## config.mk

```make
export PLATFORM = sky130hd
export DESIGN_NAME = button_event_decoder
export DESIGN_NICKNAME = d
export VERILOG_FILES = /design/src/rtl/button_event_decoder.sv
export SDC_FILE = /design/constraint.sdc
export NUM_CORES = 1
export LEC_CHECK = 0
export ABC_CLOCK_PERIOD_IN_PS = 3650
export CORE_MARGIN = 3
export CORE_UTILIZATION = 62
export DETAILED_ROUTE_END_ITERATION = 12
export GPL_TIMING_DRIVEN = 0
export PLACE_DENSITY = 0.9
export SYNTH_ARGS = -nofsm -noshare
export SYNTH_HDL_FRONTEND = slang
export SYNTH_SLANG_ARGS = --single-unit
```

## constraint.sdc

```tcl
create_clock -name clk -period 3.65 [get_ports clk]
set_input_delay 0.73 -clock clk [delete_from_list [all_inputs] [get_ports clk]]
set_output_delay 0.73 -clock clk [all_outputs]
set_load 0.02 [all_outputs]
```

## src/rtl/button_event_decoder.sv

```systemverilog
// Turns a debounced button level into single-cycle press/release/short/long/repeat events.
// Auto-repeat is built only when BTN_EVT_REPEAT_EN is defined; otherwise repeat_o is tied to 0.
module button_event_decoder #(
    parameter int unsigned LONG_CYC   = 1_000_000,
    parameter int unsigned REPEAT_CYC = 250_000,
    parameter int unsigned CNT_W      = 24
) (
    input  logic clk,
    input  logic rst,
    input  logic btn,
    output logic press_o,
    output logic release_o,
    output logic short_o,
    output logic long_o,
    output logic repeat_o,
    output logic held_o
);

    typedef enum logic [1:0] {IDLE, PRESSED, LONG} state_t;

    localparam logic [CNT_W-1:0] LONG_LAST = CNT_W'(LONG_CYC - 1);

    state_t           state, state_nxt;
    logic             btn_q;
    logic [CNT_W-1:0] cnt, cnt_nxt;
    logic             press_nxt, release_nxt, short_nxt, long_nxt;
    logic             rise, fall;

`ifdef BTN_EVT_REPEAT_EN
    localparam logic [CNT_W-1:0] REPEAT_LAST = CNT_W'(REPEAT_CYC - 1);
    logic [CNT_W-1:0] rcnt, rcnt_nxt;
    logic             repeat_nxt;
`endif

    assign rise = btn & ~btn_q;
    assign fall = ~btn & btn_q;

    always_comb begin
        // NOTE: every comb output gets a default first so no path can infer a latch.
        state_nxt   = state;
        cnt_nxt     = cnt;
        press_nxt   = 1'b0;
        release_nxt = 1'b0;
        short_nxt   = 1'b0;
        long_nxt    = 1'b0;
`ifdef BTN_EVT_REPEAT_EN
        rcnt_nxt    = rcnt;
        repeat_nxt  = 1'b0;
`endif
        unique case (state)
            IDLE: begin
                if (rise) begin
                    state_nxt = PRESSED;
                    press_nxt = 1'b1;
                    cnt_nxt   = '0;
                end
            end
            PRESSED: begin
                // A fall on the threshold cycle still counts as a short click.
                if (fall) begin
                    state_nxt   = IDLE;
                    release_nxt = 1'b1;
                    short_nxt   = 1'b1;
                end else if (cnt == LONG_LAST) begin
                    state_nxt = LONG;
                    long_nxt  = 1'b1;
`ifdef BTN_EVT_REPEAT_EN
                    rcnt_nxt  = '0;
`endif
                end else begin
                    cnt_nxt = cnt + 1'b1;
                end
            end
            LONG: begin
                if (fall) begin
                    state_nxt   = IDLE;
                    release_nxt = 1'b1;
                end
`ifdef BTN_EVT_REPEAT_EN
                else if (rcnt == REPEAT_LAST) begin
                    repeat_nxt = 1'b1;
                    rcnt_nxt   = '0;
                end else begin
                    rcnt_nxt = rcnt + 1'b1;
                end
`endif
            end
            default: state_nxt = IDLE;
        endcase
    end

    // NOTE: sequential state uses non-blocking assignments only, so all registers update together.
    always_ff @(posedge clk) begin
        if (rst) begin
            state     <= IDLE;
            btn_q     <= 1'b0;
            cnt       <= '0;
            press_o   <= 1'b0;
            release_o <= 1'b0;
            short_o   <= 1'b0;
            long_o    <= 1'b0;
            held_o    <= 1'b0;
        end else begin
            state     <= state_nxt;
            btn_q     <= btn;
            cnt       <= cnt_nxt;
            press_o   <= press_nxt;
            release_o <= release_nxt;
            short_o   <= short_nxt;
            long_o    <= long_nxt;
            held_o    <= (state_nxt != IDLE);
        end
    end

`ifdef BTN_EVT_REPEAT_EN
    always_ff @(posedge clk) begin
        if (rst) begin
            rcnt     <= '0;
            repeat_o <= 1'b0;
        end else begin
            rcnt     <= rcnt_nxt;
            repeat_o <= repeat_nxt;
        end
    end
`else
    assign repeat_o = 1'b0;
`endif

endmodule

```

Word level (Yosys, flattened, before mapping)
Cells that the tools add are included.

word-level totals
  bits of input ports = 3
  word-level logic and storage cells = 43
  bits in registers = 32
  output and inout bits = 6

cells by class
  equality and inequality tests = 6
  add/sub/neg operators = 1
  multiplexer cells = 12
  reductions and logical operators = 9
  bitwise operators = 7

operator list
  operator                 count
  $mux W24                 3
  $pmux W24 S2             1
  $add A24 B1 Y24 const B  1
  $eq A24 B20 Y1 const B   1
  $mux W2                  4
  $reduce_or A2 Y1         4
  $ne A2 B2 Y1 const B     3
  $pmux W2 S3              1
  $not A1 Y1               5
  $reduce_and A4 Y1        1
  $reduce_bool A2 Y1       2
  $mux W1                  3
  $reduce_or A3 Y1         1
  $and A1 B1 Y1            2
  $eq A2 B1 Y1 const B     1
  $eq A2 B2 Y1 const B     1
  $logic_not A2 Y1         1

Logic depth before layout (Yosys ltp)
  word-level depth = 5
  mapped depth = 8
  gate-level depth less buffers = 7

Worst setup path after synthesis
No wires, ideal clock.

  path kind = in2reg
  from = in btn
  to = reg cnt[19]
  slack = 1.616 ns
  arrival = 1.964 ns
  setup time = 0.070 ns
  data required time = 3.580 ns
  cell stages on the path = 6
  path buffers = 1
  cell sequence = and2b_2 o21ai_4 nand4_2 buf_6 or4_1 a21oi_1

between the ends
  cells in the longest elaborated chain, start to end = 4

ends and longest elaborated chain
  element                                 line  source
  from (decl)                             10    input logic btn,
  $not A1 Y1                              36    assign fall = ~btn & btn_q;
  $and A1 B1 Y1                           36
  $ne A2 B2 Y1 (no source line)           --
  $reduce_and A4 Y1 (no source line) (*)  --
  to (signal assigned)                    106   cnt <= cnt_nxt;
  to (decl)                               25    logic [CNT_W-1:0] cnt, cnt_nxt;

Mark *: on every way between the ends. The rest lies on a longest branch, timed or not.
A chain may end at the register's enable or synchronous reset.

Worst setup path after layout
Same ends and word-level chain as after synthesis.

==> run metrics <==
Worst R2R Setup Slack 1410 ps; FF+latch area 641 um^2; Setup Buffers After CTS 0; clock insertion delay at the later pin of the skew report 330 ps; # setup viols final 0; row count 17; worst clock skew 10.0 ps; top sig layer met4; RSZ-0062 raised after global routing no; share of layout cells above drive strength 1 11.2%; Initial DRT Pass Iterations 4; metal3 WL 186 um; CTS Sinks 32; Clk pin slew, worst setup/hold paths 100 ps; R2R Path Start state[0]; fin util 76.4%; end point of the worst hold path cnt[9]; Final Critical Period 2400 ps; # nets final 213; hold_ws 486 ps; syn nets 199; Post-synth EDFFs 0; Die W 57.2 um; critical path class in -> reg; Total GRT Usage 23.4%; share of the synthesized area in the top cell type 39.5%; clk buf depth 2; GPL Wtd Cong 0.914; status complete, no violations; I/O pin count 9; wire length on met2 1730 um; maximum clock frequency 0.416 GHz; Synth Register Bits 32; first-pass GRT wire length 6030 um; largest area contributor in the netlist dfxtp_1; Synth Area in Compound Gates 14.3%; vias in the first global route 1,402; Fin. Hold Viols 0; reg2reg end cnt[19]; post-detailed-route DRC marker count 0; CTS tree done; Final period util 65.8%; drt wl/cell 15.2 um; Ys Warns 0; main combinational cell family by area after synthesis simple AND/OR/NAND/NOR gates; Req. time, crit path 3910 ps; DIE HEIGHT 57.2 um; area grow syn2layout 10.1%; Clock Tree Root clkbuf_4; most frequent cells in the layout dfxtp_1 (32), a21oi_1 (16), nor2_1 (14), o21ai_0 (14), nand2_1 (14); DP Wirelength 2590 um; Cell variety after synth 42; Iter 0 DRT Violations 66; Fill cells 173; # diodes 0; vias 1,486; Hold Crit Start cnt[9]; CP Max Fanout 10; final WL 3560 um; final slew viol count 0; PD cells 345 mW/mm^2; post-cts resize count 0; R2R cell count 8; Max-Cap Viols 0; Peak VDD IR 0.000348 V; crit path launch type input pin; Routed Antenna Nets 0; Placeable Area 0.00234 mm^2; Syn Area/Cell 8.50 um^2; M1 wire length 1590 um; Worst-Margin Slew 595 ps; Avg Vias per Cell 6.35; Post-Synth Adder-Cell Area 3.86%; Hold Crit Class reg -> reg; H-Tree Depth 2; TritonCTS Buffers 5; post-route setup slack 1250 ps; setup TNS 0 ps; Post-Syn Instances 191; Worst EP arrival 2670 ps; Seq/Total Area, Yosys 39.5%; IO buf count 7; Slew HR 60.1%; initial antenna violation count 0; Leak 0.610 nW; initial cell density of the core 69.4%; Remaining Overflow, GRT 0; worst hold path stage count 2; simple-gate share of the synthesized area 35.5%; post-synthesis xor/xnor area fraction 3.24%; most area-consuming cells after synthesis dfxtp_1 (39%), a21oi_1 (4.9%), o21ai_0 (4.3%); most common cell after layout, fill and taps aside dfxtp_1; area taken by multi-input logic gates 928 um^2; post-synthesis mux area share 0%; Top FF cell, synth dfxtp_1; Die Area 0.00327 mm^2; post-place setup slack 919 ps; largest net degree at the start of global routing 11; synthesized cell area 0.00162 mm^2; Worst setup EP type flip-flop; hold_buf cts 0; post-synthesis async set-or-reset flop share 0%
[area by class of cell]
class / instances / share of cell area, %
plain buffers: 6 / 2.38
clock buffers: 8 / 3.29
inverters: 3 / 0.630
well taps: 28 / 1.96
multi-input cells: 150 / 52.0
repair buffers: 7 / 3.92
flip-flops and latches: 32 / 35.9
[logic make-up (layout without fill, tap and decap cells)]
kind of cell             count (synthesis)  in the layout
XOR/XNOR                                 6              6
flip-flops                              32             32
AO/OA/AOI/OAI                           40             40
other                                    1              1
AND/OR/NAND/NOR                         98             98
adder cells (fa/ha/maj)                  5              5
buffers and inverters                    9             24
[how the worst max path moves through the flow]
stage | startpoint | end | slack [ps] | cells after the start
2_1_floorplan | btn | cnt[19] | 1620 | 6
3_3_place_gp | btn | cnt[19] | 980 | 7
3_5_place_dp | btn | cnt[19] | 920 | 7
4_1_cts | btn | cnt[19] | 1260 | 7
5_1_grt | btn | cnt[17] | 1180 | 7
6_report | btn | cnt[19] | 1250 | 7
[routing by layer]
layer / GRT usage, % / vias up
met5: 0 / -
met4: 10.3 / 0
met3: 7.01 / 7
met2: 38.3 / 47
met1: 28.4 / 695
li1: - / 737
[stage by stage]
step | std cells | area [um^2] | power [mW]
after global placement | 226 | 1730 | 0.412
after floorplan | 191 | 1620 | 0.398
after detailed placement | 226 | 1730 | 0.415
after global routing | 234 | 1790 | 0.639
final | 234 | 1790 | 0.617
after CTS | 234 | 1790 | 0.620
[flip-flops by register name, indices dropped and copies added, names as in the netlist]
name       count
cnt           24
short_o        1
release_o      1
press_o        1
held_o         1
state          2
btn_q          1
long_o         1
[power by group]
part           total (mW)  switching [mW]  leakage (nW)  internal, mW
registers           0.355         0.00269         0.258         0.352
logic              0.0524          0.0329         0.319        0.0195
clock network       0.210           0.115        0.0326        0.0950
total               0.617           0.150         0.610         0.467
[synth_stat cells (all sizes together), types with 2 or more instances]
cell type,count
dfxtp,32
a21oi,16
o21ai,16
nand2,14
nor2,14
or3,13
nand4,11
nand3,10
and3,7
xor2,6
and4,5
ha,5
buf,4
nand2b,4
nor3,4
inv,3
o31ai,3
or4,3
and2,2
clkbuf,2
nand3b,2
nor2b,2
nor3b,2
nor4b,2
o211ai,2
[critical path, stage by stage]
cell and delay (ps):
clkdlybuf4s50_1 540, and2b_2 270, o21ai_4 190, nand4_2 140, buf_6 160, or4_1 470
a21oi_1 150
(Power assumes the default switching activity.)
